==> config.mk <==
export PLATFORM = sky130hd
export DESIGN_NAME = axis_mii_tx_arbiter
export DESIGN_NICKNAME = d
export VERILOG_FILES = /design/src/rtl/axis_mii_tx_arbiter.sv
export SDC_FILE = /design/constraint.sdc
export NUM_CORES = 1
export LEC_CHECK = 0
export ABC_AREA = 1
export BUFFER_PORTS_ARGS = -buffer_cell sky130_fd_sc_hd__buf_4
export CORE_MARGIN = 2
export CORE_UTILIZATION = 52
export DETAILED_ROUTE_END_ITERATION = 12
export PLACE_DENSITY = 0.78
export SKIP_LAST_GASP = 1
export SLEW_MARGIN = 10
export SYNTH_ARGS = -nofsm -noshare
export SYNTH_HDL_FRONTEND = slang
export SYNTH_SLANG_ARGS = --single-unit
==> constraint.sdc <==
create_clock -name clk -period 1.9 [get_ports clk]
set_input_delay 0.19 -clock clk [delete_from_list [all_inputs] [get_ports clk]]
set_output_delay 0.19 -clock clk [all_outputs]
set_load 0.05 [all_outputs]
==> src/rtl/axis_mii_tx_arbiter.sv <==
// Packet-granular round-robin arbiter sharing one MII TX MAC between PORTS
// AXI-stream sources, attributing each frame's terminal MAC status to its sender.
module axis_mii_tx_arbiter #(
  parameter int PORTS          = 2,
  parameter int STATUS_TIMEOUT = 65535
) (
  input  logic               clk,
  input  logic               rst_n,
  input  logic [PORTS-1:0]   enable,
  input  logic [8*PORTS-1:0] s_axis_data,
  input  logic [PORTS-1:0]   s_axis_valid,
  output logic [PORTS-1:0]   s_axis_ready,
  input  logic [PORTS-1:0]   s_axis_last,
  input  logic [PORTS-1:0]   s_axis_err,
  output logic [7:0]         m_axis_data,
  output logic               m_axis_valid,
  input  logic               m_axis_ready,
  output logic               m_axis_last,
  output logic               m_axis_err,
  input  logic               mac_transmit_ok,
  input  logic               mac_gave_up,
  input  logic               mac_late_collision,
  input  logic               mac_underflow,
  output logic [PORTS-1:0]   grant,
  output logic               done_valid,
  output logic [1:0]         done_port,
  output logic [2:0]         done_status
);

  localparam int              CW       = (STATUS_TIMEOUT > 0) ? $clog2(STATUS_TIMEOUT + 1) : 1;
  localparam logic [CW-1:0]   TO_LAST  = CW'((STATUS_TIMEOUT > 0) ? STATUS_TIMEOUT - 1 : 0);
  localparam logic [1:0]      PTR_INIT = 2'(PORTS - 1);
  localparam logic [2:0]      ST_OK       = 3'd0;
  localparam logic [2:0]      ST_GAVE_UP  = 3'd1;
  localparam logic [2:0]      ST_LATE_COL = 3'd2;
  localparam logic [2:0]      ST_UNDERRUN = 3'd3;
  localparam logic [2:0]      ST_TIMEOUT  = 3'd4;

  typedef enum logic [1:0] {IDLE, SEND, WAIT_STATUS, REPORT} state_t;

  state_t            state_reg;
  logic [PORTS-1:0]  grant_reg;
  logic [1:0]        ptr_reg;
  logic [1:0]        sel_reg;
  logic              latched_reg;
  logic [2:0]        lstat_reg;
  logic [CW-1:0]     cnt_reg;
  logic              done_valid_reg;
  logic [1:0]        done_port_reg;
  logic [2:0]        done_status_reg;

  // Per-port signals padded to four lanes so the 2-bit select never indexes out of range.
  logic [7:0] data4 [4];
  logic [3:0] valid4;
  logic [3:0] last4;
  logic [3:0] err4;
  logic [3:0] cand4;
  logic [3:0] ready4;
  logic [3:0] pick_oh4;

  logic [1:0] pick_idx;
  logic       pick_found;
  logic [2:0] cand_idx;
  logic       status_pulse;
  logic [2:0] status_code;
  logic       send_last;

  genvar gi;
  generate
    for (gi = 0; gi < 4; gi++) begin : g_lane
      if (gi < PORTS) begin : g_real
        assign data4[gi]  = s_axis_data[8*gi +: 8];
        assign valid4[gi] = s_axis_valid[gi];
        assign last4[gi]  = s_axis_last[gi];
        assign err4[gi]   = s_axis_err[gi];
        assign cand4[gi]  = s_axis_valid[gi] & enable[gi];
      end else begin : g_unused
        assign data4[gi]  = 8'h00;
        assign valid4[gi] = 1'b0;
        assign last4[gi]  = 1'b0;
        assign err4[gi]   = 1'b0;
        assign cand4[gi]  = 1'b0;
      end
      assign pick_oh4[gi] = (pick_idx == 2'(gi));
      assign ready4[gi]   = (state_reg == SEND) && (sel_reg == 2'(gi)) && m_axis_ready;
    end
  endgenerate

  // Round-robin search starting one past the last winner.
  always_comb begin
    pick_idx   = '0;
    pick_found = 1'b0;
    cand_idx   = '0;
    for (int k = 1; k <= PORTS; k++) begin
      cand_idx = {1'b0, ptr_reg} + 3'(k);
      if (cand_idx >= 3'(PORTS)) cand_idx = cand_idx - 3'(PORTS);
      if (!pick_found && cand4[cand_idx[1:0]]) begin
        pick_found = 1'b1;
        pick_idx   = cand_idx[1:0];
      end
    end
  end

  always_comb begin
    status_pulse = mac_transmit_ok | mac_gave_up | mac_late_collision | mac_underflow;
    if (mac_late_collision)  status_code = ST_LATE_COL;
    else if (mac_gave_up)    status_code = ST_GAVE_UP;
    else if (mac_underflow)  status_code = ST_UNDERRUN;
    else                     status_code = ST_OK;
  end

  assign m_axis_valid = (state_reg == SEND) && valid4[sel_reg];
  assign m_axis_data  = (state_reg == SEND) ? data4[sel_reg] : 8'h00;
  assign m_axis_last  = (state_reg == SEND) && last4[sel_reg];
  assign m_axis_err   = (state_reg == SEND) && err4[sel_reg];
  assign send_last    = m_axis_valid && m_axis_ready && m_axis_last;

  assign s_axis_ready = ready4[PORTS-1:0];
  assign grant        = grant_reg;
  assign done_valid   = done_valid_reg;
  assign done_port    = done_port_reg;
  assign done_status  = done_status_reg;

  always_ff @(posedge clk or negedge rst_n) begin
    if (!rst_n) begin
      state_reg       <= IDLE;
      grant_reg       <= '0;
      ptr_reg         <= PTR_INIT;
      sel_reg         <= '0;
      latched_reg     <= 1'b0;
      lstat_reg       <= '0;
      cnt_reg         <= '0;
      done_valid_reg  <= 1'b0;
      done_port_reg   <= '0;
      done_status_reg <= '0;
    end else begin
      case (state_reg)
        IDLE: begin
          if (pick_found) begin
            grant_reg <= pick_oh4[PORTS-1:0];
            ptr_reg   <= pick_idx;
            sel_reg   <= pick_idx;
            state_reg <= SEND;
          end
        end
        SEND: begin
          // An early status (MAC draining after gave_up/underflow) is held until the last beat.
          if (status_pulse && !latched_reg) begin
            latched_reg <= 1'b1;
            lstat_reg   <= status_code;
          end
          if (send_last) begin
            if (latched_reg || status_pulse) begin
              state_reg       <= REPORT;
              done_valid_reg  <= 1'b1;
              done_port_reg   <= sel_reg;
              done_status_reg <= latched_reg ? lstat_reg : status_code;
            end else begin
              state_reg <= WAIT_STATUS;
              cnt_reg   <= '0;
            end
          end
        end
        WAIT_STATUS: begin
          if (status_pulse) begin
            state_reg       <= REPORT;
            done_valid_reg  <= 1'b1;
            done_port_reg   <= sel_reg;
            done_status_reg <= status_code;
          end else if (STATUS_TIMEOUT != 0 && cnt_reg == TO_LAST) begin
            state_reg       <= REPORT;
            done_valid_reg  <= 1'b1;
            done_port_reg   <= sel_reg;
            done_status_reg <= ST_TIMEOUT;
          end else begin
            cnt_reg <= cnt_reg + CW'(1);
          end
        end
        REPORT: begin
          done_valid_reg <= 1'b0;
          grant_reg      <= '0;
          latched_reg    <= 1'b0;
          state_reg      <= IDLE;
        end
        default: state_reg <= IDLE;
      endcase
    end
  end

endmodule

# After elaboration in Yosys (flattened, before gate mapping)

Index checks and enable logic that the tools add are counted.

Bits in registers: 34
Output and inout port bits: 21
Word-level logic and storage cells: 124

Add/sub/neg operators: 5
$lt $le $gt $ge: 6
Eq/ne operators: 14
Mux-type cells: 54
Bitwise gates (word level): 6
Reduce and logical (&&, ||, !) cells: 29

Operator list:

| operator              | number |
|---|---|
| $mux 16               | 4 |
| $mux 2                | 16 |
| $pmux 16 s2           | 1 |
| $mux 8                | 3 |
| $add 16x1->16 const B | 1 |
| $bmux 8 s2            | 1 |
| $eq 16x16->1 const B  | 1 |
| $mux 3                | 5 |
| $mux 1                | 13 |
| $logic_and 1x1->1     | 11 |
| $bmux 1 s2            | 5 |
| $ne 2x2->1 const B    | 5 |
| $lt 2x3->1 const B    | 3 |
| $pmux 2 s2            | 2 |
| $pmux 2 s4            | 1 |
| $reduce_and 2->1      | 4 |
| $reduce_and 4->1      | 2 |
| $eq 2x1->1 const B    | 3 |
| $ge 3x2->1 const B    | 2 |
| $logic_not 2->1       | 3 |
| $pmux 3 s2            | 1 |
| $reduce_bool 2->1     | 3 |
| $reduce_and 5->1      | 1 |
| $eq 2x2->1 const B    | 2 |
| 15 further kinds      | 21 |

# Logic depth before layout (Yosys ltp)

Depth after elaboration: 12
Depth in mapped cells: 11

# Worst setup path after synthesis

No wires, ideal clock.

Path kind: register to output
Start: reg state_reg[1]
End: out s_axis_ready[0]
Arrival: 1.933 ns
Setup slack: -0.223 ns
Cell stages (with the launch flop): 6
Buffers on the path: 1
Cells stage by stage: dfrtp_1 -> inv_1 -> ha_1 -> buf_2 -> nand2_1 -> nor3_1

Word-level cells in the longest chain between the ends: 3

Ends and longest elaborated chain:

| item                            | line | RTL |
|---|---|---|
| start: declaration              | 41   | `state_t state_reg;` |
| start signal: assignment        | 126  | `state_reg <= IDLE;` |
| start signal: assignment        | 143  | `state_reg <= SEND;` |
| start signal: assignment        | 154  | `state_reg <= REPORT;` |
| $eq 2x1->1                      | 85   | `assign ready4[gi] = (state_reg == SEND) && (sel_reg == 2'(gi)) && m_axis_ready;` |
| $logic_and 1x1->1 (2 in series) | 85   |  |
| end: declaration                | 12   | `output logic [PORTS-1:0] s_axis_ready,` |

Every way passes these cells.

# Worst setup path after layout

Start: reg state_reg[1]
End: out m_axis_last

Word-level cells in the longest chain between the ends: 2

Ends and longest elaborated chain:

| item              | line | RTL |
|---|---|---|
| $eq 2x1->1        | 114  | `assign m_axis_last = (state_reg == SEND) && last4[sel_reg];` |
| $logic_and 1x1->1 | 114  |  |
| end: declaration  | 18   | `output logic m_axis_last,` |

Every way passes these cells.

==> metrics.cfg <==
[setup_path]
rr_startpoint=state_reg[0]$_DFFE_PN0P_
critPathLaunch=state_reg[1]$_DFFE_PN0P_
crit_arrival_ps=1630
critPathRequiredTime_ps=1710
end_kind=output port
criticalPathCategory=reg -> out
cp_max_fo=11
cp-start-kind=flop
worst-r2r-setup-slack_ps=170

[drt]
vias=2180
drt.antenna.violating_nets=0
routed_via_density=5.07
dr.pass1.iters=4
routed_wl_microns=5430
wl_per_cell_microns=12.6
drtIter0Drc=124
drt_drc_violations_left=0

[synth]
ys_warn_count=0
ys_types=27
synth_commonest_cells=nand2_1, nor2_1, inv_1
yosys.area.top_type=dfrtp_1
yosysMostFrequentCell=nand2_1
async_reset_ff_frac=1.00
netlist.area_leader.share=0.355
synth_area_leaders=dfrtp_1, nand2_1, nor2_1
netlist_area_sq_um=2190
synthFlopType=dfrtp_1
syn_nets=357
syn_inst=319
syn_avg_cell_area_sq_um=6.85
ys_seq_area_frac=0.367
synth-edff-count=0
yosys_register_bits=32

[sta]
relSlewSlack=0.693
fin_crit_ps=1820
rsz0062_at_grt=true
fmax_ghz=0.550
hold_violations=0
whs_ps=225
fin_crit_sh=0.957
drv_slew=0
fin_skew_ps=8.39
worst_slew_pin_slew_ps=459
finalSetupViolCount=0
timing.final.ws_setup_ps=81.0

[floorplanning]
die_area_sq_um=4740
die_width_microns=68.8
placementRows=23
ioPinCount=52
core_sq_um=4030
initial_core_util=0.543
die_y_microns=68.8

[global_route]
grt_pass1_wl_microns=8620
grt_pass1_vias=1934
grt-ovfl-total=0
grt_max_degree=33
grt_use_total=0.242
antenna_found_initial=0

[clocking]
cts_num_sinks=32
cts_max_level=2
clkTransAtPathRegs_ps=70
clock-root-buffer=clkbuf_8
cts_tree=yes
cts-buffers-inserted=5
clk-insertion-delay-late_ps=290
cts_buffer_depth=2

[placement]
port_buffers=51
place_area_sq_um=2660
hpwlAfterDp_microns=4090
gp_congestion=0.829
place_ws_ps=103

[power]
power_density_nw_per_um2=479
p_leak_uw=0.00134
share_seq_of_total_power=0.509
p_sw_frac=0.212
clockPowerShare=0.435
combPwrFrac=0.056
p_sw_uw=284
power.internal_uw=1060
vdd_drop_max_uv=414

[min_path]
min_from=mac_late_collision
hp-class=in -> reg

[run_status]
outcome=completed

[final_layout]
fin_area_sq_um=2800
fillers=359
antenna_cells=0
largest_reg_flops=16
area_growth_pct=27.9
fin_nets=417
drive_gt1_frac=0.239

[job]
maxCapViolations=0

[kinds of logic after synthesis]
| logic type | after synthesis | synth area share |
|---|---|---|
| AND/OR/NAND/NOR | 194 | 0.376 |
| flip-flops | 32 | 0.367 |
| buffers and inverters | 39 | 0.0778 |
| adder cells (fa/ha/maj) | 7 | 0.0401 |
| AO/OA/AOI/OAI | 42 | 0.119 |
| XOR/XNOR | 5 | 0.0200 |
[area by class of cell]
class                           count  area [sq um]  share of cell area
Multi-Input combinational cell    248          1260               0.451
Sequential cell                    32           802               0.287
Timing Repair Buffer               59           445               0.159
Inverter                           33           124              0.0443
Clock buffer                        8           100              0.0358
Tap cell                           50          62.6              0.0224
[path summary, 6_finish.rpt]
check                                                 to  cells past startpoint
max in group asynchronous         ptr_reg[0]$_DFFE_PN1P_                      2
worst min register to register  done_port[0]$_DFFE_PN0P_                      2
worst max register to register    cnt_reg[1]$_DFFE_PN0P_                      9
worst max-delay path                         m_axis_last                      6
min in group asynchronous        cnt_reg[11]$_DFFE_PN0P_                      2
worst min-delay path            lstat_reg[0]$_DFFE_PN0P_                      4
[layer usage]
| layer | up-vias | share of wire | track usage |
|---|---|---|---|
| li1 | 1138 | - | - |
| met3 | 7 | 0.067 | 0.0552 |
| met4 | 0 | 0.012 | 0.0515 |
| met5 | - | 0 | 0 |
| met2 | 62 | 0.45 | 0.385 |
| met1 | 973 | 0.47 | 0.339 |
[power groups by stage]
| stage | clock network [uW] | registers [uW] | logic, uW |
|---|---|---|---|
| after CTS | 589 | 681 | 76.2 |
| after global placement | 0 | 694 | 73.8 |
| after global routing | 617 | 681 | 83.2 |
| after floorplan | 0 | 694 | 9.35 |
| after detailed placement | 0 | 694 | 74.4 |
| final | 583 | 681 | 74.7 |
[layout by cell type, fill, tap and decap left out, drive strengths merged, types with 3 or more instances in the layout]
master and n:
nand2 105, buf 58, nor2 55, inv 33
dfrtp 31, nand3 27, o21ai 22, a22oi 9
clkbuf 8, a21oi 7, ha 7, nor3 3
nand4 3, xor2 3
[through the flow]
stage | util | cells | power (uW) | TNS, ps
after floorplan | - | 319 | 704 | -446
after global placement | 0.661 | 421 | 768 | 0
after detailed placement | 0.661 | 421 | 768 | 0
after CTS | 0.692 | 430 | 1350 | 0
after global routing | 0.694 | 430 | 1380 | -66.7
final | 0.694 | 430 | 1340 | 0
[what timing repair did]
action                     in CTS  in global routing
hold endpoints to repair       31                  0
buffers inserted                0                  0
pin swaps                       0                  0
resized for setup               3                  3
setup endpoints to repair      11                 29
hold buffers                    1                  0
[worst max-delay path, cell delays in order, from the launching register on]
cell and delay (ps):
dfrtp_1 440, inv_2 120, ha_4 170, inv_1 70, buf_4 190, a21oi_1 130, buf_4 220
Power figures use the tool's default switching activity.
